==> src/rtl/alu_ctl_pipe.sv <==
// alu_ctl_pipe: registered, valid/ready ALU control decoder for the execute stage.
// Decodes {opcode, func_code} into a 7-bit ALU control word one cycle after accept.
// Optionally sequences multi-cycle RV32M ops with a latency counter.
//
// Build option: define ALU_CTL_RV32M_EN to enable RV32M decode, the BUSY state and
// the latency counter. Without it, RV32M encodings decode as illegal single-cycle NOPs.
//
// Ports:
//   clk        rising-edge clock
//   reset      asynchronous active-high reset
//   flush      synchronous kill of any held or in-flight operation
//   in_valid   decode presents an instruction
//   in_ready   block can accept this cycle
//   opcode     instr[6:0]
//   func_code  {instr[25], instr[30], instr[14:12]}
//   out_valid  alu_ctl/illegal valid for execute
//   out_ready  execute consumes the output
//   alu_ctl    [6:4] condition / M-funct3, [3:0] operation; upper bits zero
//   busy       multi-cycle count in progress
//   illegal    undecodable opcode/func combination (qualified by out_valid)
module alu_ctl_pipe #(
    parameter int unsigned CTL_WIDTH  = 7,
    parameter int unsigned MUL_CYCLES = 2,
    parameter int unsigned DIV_CYCLES = 33
) (
    input  logic                 clk,
    input  logic                 reset,
    input  logic                 flush,
    input  logic                 in_valid,
    output logic                 in_ready,
    input  logic [6:0]           opcode,
    input  logic [4:0]           func_code,
    output logic                 out_valid,
    input  logic                 out_ready,
    output logic [CTL_WIDTH-1:0] alu_ctl,
    output logic                 busy,
    output logic                 illegal
);

    if (CTL_WIDTH < 7 || MUL_CYCLES < 1 || DIV_CYCLES < 1) begin : g_param_check
        $error("alu_ctl_pipe: CTL_WIDTH must be >= 7 and latencies >= 1");
    end

    localparam logic [3:0] OpAnd  = 4'b0000;
    localparam logic [3:0] OpOr   = 4'b0001;
    localparam logic [3:0] OpAdd  = 4'b0010;
    localparam logic [3:0] OpSrl  = 4'b0011;
    localparam logic [3:0] OpSra  = 4'b0100;
    localparam logic [3:0] OpSll  = 4'b0101;
    localparam logic [3:0] OpSub  = 4'b0110;
    localparam logic [3:0] OpSlt  = 4'b0111;
    localparam logic [3:0] OpXor  = 4'b1000;
    localparam logic [3:0] OpCsrw = 4'b1001;
    localparam logic [3:0] OpCsrs = 4'b1010;
    localparam logic [3:0] OpCsrc = 4'b1011;
    localparam logic [3:0] OpSltu = 4'b1100;
    localparam logic [3:0] OpNop  = 4'b1111;
`ifdef ALU_CTL_RV32M_EN
    localparam logic [3:0] OpMul  = 4'b1101;
    localparam logic [3:0] OpDiv  = 4'b1110;
`endif

    typedef enum logic [1:0] {StIdle, StBusy, StHold} state_e;

    state_e     state_q;
    logic [6:0] ctl_q;
    logic       ill_q;
    logic       out_valid_q;

    logic [2:0] f3;
    logic [3:0] dec_op;
    logic [2:0] dec_cond;
    logic       dec_ill;
    logic       accept;

    assign f3 = func_code[2:0];

`ifdef ALU_CTL_RV32M_EN
    localparam int unsigned MaxLat = (MUL_CYCLES > DIV_CYCLES) ? MUL_CYCLES : DIV_CYCLES;
    localparam int unsigned CntW   = (MaxLat > 2) ? $clog2(MaxLat) : 1;

    logic [CntW-1:0] cnt_q;
    logic            busy_q;
    logic            dec_mop;
    logic            dec_div;
    logic [31:0]     lat;

    assign lat  = dec_div ? DIV_CYCLES : MUL_CYCLES;
    assign busy = busy_q;
`else
    assign busy = 1'b0;
`endif

    // Combinational decode; only ever sampled into registers on accept.
    always_comb begin
        dec_op   = OpNop;
        dec_cond = 3'b000;
        dec_ill  = 1'b0;
`ifdef ALU_CTL_RV32M_EN
        dec_mop  = 1'b0;
        dec_div  = 1'b0;
`endif
        case (opcode)
            7'b0110111, 7'b0010111: dec_op = OpAdd;          // LUI, AUIPC
            7'b0000011: begin                                // loads
                if (f3 inside {3'b000, 3'b001, 3'b010, 3'b100, 3'b101}) dec_op = OpAdd;
                else dec_ill = 1'b1;
            end
            7'b0100011: begin                                // stores
                if (f3 inside {3'b000, 3'b001, 3'b010}) dec_op = OpAdd;
                else dec_ill = 1'b1;
            end
            7'b1100011: begin                                // branches compare via SUB
                dec_op = OpSub;
                case (f3)
                    3'b000:  dec_cond = 3'b001;
                    3'b001:  dec_cond = 3'b010;
                    3'b100:  dec_cond = 3'b011;
                    3'b101:  dec_cond = 3'b100;
                    3'b110:  dec_cond = 3'b101;
                    3'b111:  dec_cond = 3'b110;
                    default: begin
                        dec_op  = OpNop;
                        dec_ill = 1'b1;
                    end
                endcase
            end
            7'b1101111, 7'b1100111: dec_op = OpNop;          // JAL, JALR
            7'b0010011: begin                                // OP-IMM
                case (f3)
                    3'b000:  dec_op = OpAdd;
                    3'b001:  dec_op = OpSll;
                    3'b010:  dec_op = OpSlt;
                    3'b011:  dec_op = OpSltu;
                    3'b100:  dec_op = OpXor;
                    3'b101:  dec_op = func_code[3] ? OpSra : OpSrl;
                    3'b110:  dec_op = OpOr;
                    default: dec_op = OpAnd;
                endcase
            end
            7'b0110011: begin                                // OP
                if (func_code[4]) begin
`ifdef ALU_CTL_RV32M_EN
                    dec_mop  = 1'b1;
                    dec_div  = f3[2];
                    dec_op   = f3[2] ? OpDiv : OpMul;
                    dec_cond = f3;
`else
                    dec_ill  = 1'b1;
`endif
                end else if (func_code[3] && f3 != 3'b000 && f3 != 3'b101) begin
                    dec_ill = 1'b1;
                end else begin
                    case (f3)
                        3'b000:  dec_op = func_code[3] ? OpSub : OpAdd;
                        3'b001:  dec_op = OpSll;
                        3'b010:  dec_op = OpSlt;
                        3'b011:  dec_op = OpSltu;
                        3'b100:  dec_op = OpXor;
                        3'b101:  dec_op = func_code[3] ? OpSra : OpSrl;
                        3'b110:  dec_op = OpOr;
                        default: dec_op = OpAnd;
                    endcase
                end
            end
            7'b1110011: begin                                // SYSTEM
                case (f3[1:0])
                    2'b01:   dec_op = OpCsrw;
                    2'b10:   dec_op = OpCsrs;
                    2'b11:   dec_op = OpCsrc;
                    default: dec_op = OpNop;
                endcase
            end
            default: dec_ill = 1'b1;
        endcase
    end

    // HOLD with out_ready lets a new op replace the retiring one in the same cycle.
    assign in_ready = !flush && (state_q == StIdle || (state_q == StHold && out_ready));
    assign accept   = in_valid && in_ready;

    always_ff @(posedge clk or posedge reset) begin
        if (reset) begin
            state_q     <= StIdle;
            ctl_q       <= {3'b000, OpNop};
            ill_q       <= 1'b0;
            out_valid_q <= 1'b0;
`ifdef ALU_CTL_RV32M_EN
            busy_q      <= 1'b0;
            cnt_q       <= '0;
`endif
        end else if (flush) begin
            state_q     <= StIdle;
            out_valid_q <= 1'b0;
`ifdef ALU_CTL_RV32M_EN
            busy_q      <= 1'b0;
            cnt_q       <= '0;
`endif
        end else begin
            case (state_q)
`ifdef ALU_CTL_RV32M_EN
                StBusy: begin
                    if (cnt_q == '0) begin
                        state_q     <= StHold;
                        out_valid_q <= 1'b1;
                        busy_q      <= 1'b0;
                    end else begin
                        cnt_q <= cnt_q - 1'b1;
                    end
                end
`endif
                StHold: begin
                    if (out_ready) begin
                        state_q     <= StIdle;
                        out_valid_q <= 1'b0;
                    end
                end
                default: ;
            endcase
            // Accept overrides the retire transition above.
            if (accept) begin
                ctl_q <= {dec_cond, dec_op};
                ill_q <= dec_ill;
`ifdef ALU_CTL_RV32M_EN
                if (dec_mop && lat > 32'd1) begin
                    state_q     <= StBusy;
                    out_valid_q <= 1'b0;
                    busy_q      <= 1'b1;
                    cnt_q       <= CntW'(lat - 32'd2);
                end else begin
                    state_q     <= StHold;
                    out_valid_q <= 1'b1;
                    busy_q      <= 1'b0;
                end
`else
                state_q     <= StHold;
                out_valid_q <= 1'b1;
`endif
            end
        end
    end

    assign out_valid = out_valid_q;
    assign illegal   = ill_q;
    assign alu_ctl   = CTL_WIDTH'(ctl_q);

endmodule

==> config.mk <==
export PLATFORM = sky130hd
export DESIGN_NAME = alu_ctl_pipe
export DESIGN_NICKNAME = d
export VERILOG_FILES = /design/src/rtl/alu_ctl_pipe.sv
export SDC_FILE = /design/constraint.sdc
export NUM_CORES = 1
export LEC_CHECK = 0
export CELL_PAD_IN_SITES_DETAIL_PLACEMENT = 0
export CELL_PAD_IN_SITES_GLOBAL_PLACEMENT = 1
export CORE_MARGIN = 3
export CORE_UTILIZATION = 30
export DETAILED_ROUTE_END_ITERATION = 10
export GPL_TIMING_DRIVEN = 0
export PLACE_DENSITY_LB_ADDON = 0.12
export SYNTH_ARGS = -nofsm -noshare
export SYNTH_HDL_FRONTEND = slang
export SYNTH_SLANG_ARGS = --single-unit
==> constraint.sdc <==
create_clock -name clk -period 1.9 [get_ports clk]
set_input_delay 0.38 -clock clk [delete_from_list [all_inputs] [get_ports clk]]
set_output_delay 0.38 -clock clk [all_outputs]
set_load 0.005 [all_outputs]
==> results.toml <==
[min_path]
holdPathEnd = "alu_ctl[4]"
hold_path.class = "input pin to register"
hold_depth = 2
hp-start = "func_code[0]"

[clock_tree]
cts-htree-levels = 1
clkLatencyLatePin_ns = 0.26
clkTransAtPathRegs_ns = 0.06
numCtsBuffers = 3
clock-sinks = 9
clock_path_buffers = 2
root_buffer = "clkbuf_4"
postCtsHoldBufs = 0
tritoncts = "built"

[yosys]
synth_ff_type = "dfrtp_1"
ys_types = 41
synth_top_area_share_pct = 17.2
ys_warn_count = 0
synth.avg_cell_area_um2 = 8.58
synthCells = 85
synth_top_area_cell = "dfrtp_1"
synth_edf_count = 0
ys_ff_latch = 9
async_flop_share_pct = 100
synth_area_um2 = 729
syn-num-nets = 102
synthTopCellsByArea = "dfrtp_1 (17%), dfstp_2 (14%), o21ai_0 (5.5%)"
seq_area_frac_synth_pct = 31.6

[sta]
rsz0062_at_grt = "no"
timing.final.ws_setup_ns = 0.167
min_period_over_period_pct = 91.2
setup-violations-final = 0
hold_viol_final = 0
finalClockSkew_ns = 0.000990
min_period_ns = 1.73
max_freq_ghz = 0.577
slew_violations = 0

[route]
drt-pass1-iter-count = 4
avgViaCountPerCell = 5.01
drt_wl_total_um = 1860
drt_iter0_markers = 6
antenna_left = 0
wl_met3_um = 125
wl_met2_um = 792
routed.top_layer = "met4"
routedWlPerCell_um = 13.1
m1WireLength_um = 931
num_vias = 712
drc_errors = 0

[critical_path]
worstRegToRegCells = 6
start_kind = "input pin"
crit_type = "input pin to register"
worstPathMaxFanout = 7
cp.required_ns = 2.04
r2r_start = "out_valid"
crit_arrival_ns = 1.87
rr_endpoint = "alu_ctl[3]"
cp-end-kind = "register"
reg2reg_slack_ns = 0.37

[cells_and_area]
n_fill_cell = 238
multiInputGateArea_um2 = 433
final_cell_mix = "clkdlybuf4s50_1 (23), o21ai_0 (8), nand2_1 (7)"
design_area_um2 = 1040
insertedDiodeCount = 0
seq_area_um2 = 230
final_common_cell = "clkdlybuf4s50_1"
area_growth_pct = 42.9
drive_gt1_share_pct = 21.1
stdcell_count = 142
nNetsFinal = 132

[global_routing]
grt_usage_pct = 12.8
grt_pass1_vias = 690
grt_pass1_wl_um = 3240
antenna_found_initial = 0
grt-ovfl-total = 0
grt_max_degree = 11

[floorplanning]
dieWidth_um = 55.3
die_area_um2 = 3060
start_util_pct = 32.4
pin_count = 28
fp.dieH_um = 55.3
num_rows = 17
core_area_um2 = 2250

[outcome]
status = "finished, final reports clean"

[pwr]
p_leak_nw = 0.399
power.total_w = 0.000504
p_per_area_nw_per_um2 = 483
ir_drop_v = 0.000246

[placed_design]
gp_congestion = 0.737
io_buffers = 25
placed_area_um2 = 1010
hpwl_um = 1460
pre_cts_ws_ns = -0.0936
dp_cells = 138

[job]
maxCapViolCount = 0
[worst max-delay path by stage]
stage | from | end | slack [ns] | cells past startpoint
floorplan | func_code[0] | illegal | 0.48 | 6
global placement | opcode[5] | illegal | -0.08 | 6
detailed placement | opcode[5] | illegal | -0.09 | 6
CTS | flush | in_ready | 0.03 | 3
global route | opcode[1] | alu_ctl[0] | 0.05 | 6
finish | opcode[5] | illegal | 0.17 | 6
[metrics by stage]
stage / utilization [%] / hold WS [ns] / TNS [ns]
after floorplan: - / 0.205 / 0
after global placement: 45.0 / 0.468 / -0.241
after detailed placement: 45.0 / 0.472 / -0.293
after CTS: 46.1 / 0.352 / 0
after global routing: 46.2 / 0.351 / 0
final: 46.2 / 0.362 / 0
[flip-flops by register name (all words and copies together), names as in the netlist]
register   count
alu_ctl        7
illegal        1
out_valid      1
[Yosys cell counts, types with 2 or more instances]
library cell / count
o21ai_0: 8
nand2_1: 7
nor2_1: 6
a21oi_1: 5
dfrtp_1: 5
nor3_1: 5
dfstp_2: 4
buf_4: 3
o32a_1: 3
and2_1: 2
buf_2: 2
buf_6: 2
inv_1: 2
nand4_1: 2
nor2b_1: 2
o22a_1: 2
[area by class of cell]
type                       instances  area share (%)
multi-input combinational         66            41.5
timing repair buffer              25            24.1
sequential                         9            22.1
buffer                             7            5.28
tap                               28            3.36
clock buffer                       4            2.52
inverter                           3            1.08
[metal layers]
| metal | vias to the layer above | GRT usage [%] |
|---|---|---|
| met3 | 2 | 2.34 |
| met4 | 0 | 5.21 |
| met5 | - | 0 |
| li1 | 373 | - |
| met2 | 25 | 20.1 |
| met1 | 312 | 17.3 |
[where the power goes]
part	internal, W	leakage [nW]	switching (W)
Clock	0.0000808	0.0150	0.0000644
Combinational	0.0000834	0.278	0.0000691
Sequential	0.000203	0.106	0.00000366
Total	0.000367	0.399	0.000137
[critical path: stages]
cell and delay [ns]:
clkdlybuf4s50_1 0.50, and2_1 0.19, buf_6 0.13, a211oi_2 0.23, nor3b_2 0.09, o32a_1 0.35
[cell families after synthesis]
kind of cell / after synthesis / synth area share, %
other cells: 1 / 0.514
xor+xnor: 2 / 3.43
buf+inv: 10 / 9.09
compound gates: 29 / 28.3
simple gates: 34 / 27.1
flops: 9 / 31.6
[repair_timing]
item | CTS | global route
gates cloned | 0 | 0
buffers inserted | 0 | 0
setup endpoints to repair | 1 | 1
pin swaps | 0 | 0
endpoints found under the hold margin | 0 | 0
resized for setup | 1 | 1
(Power assumes the default switching activity.)
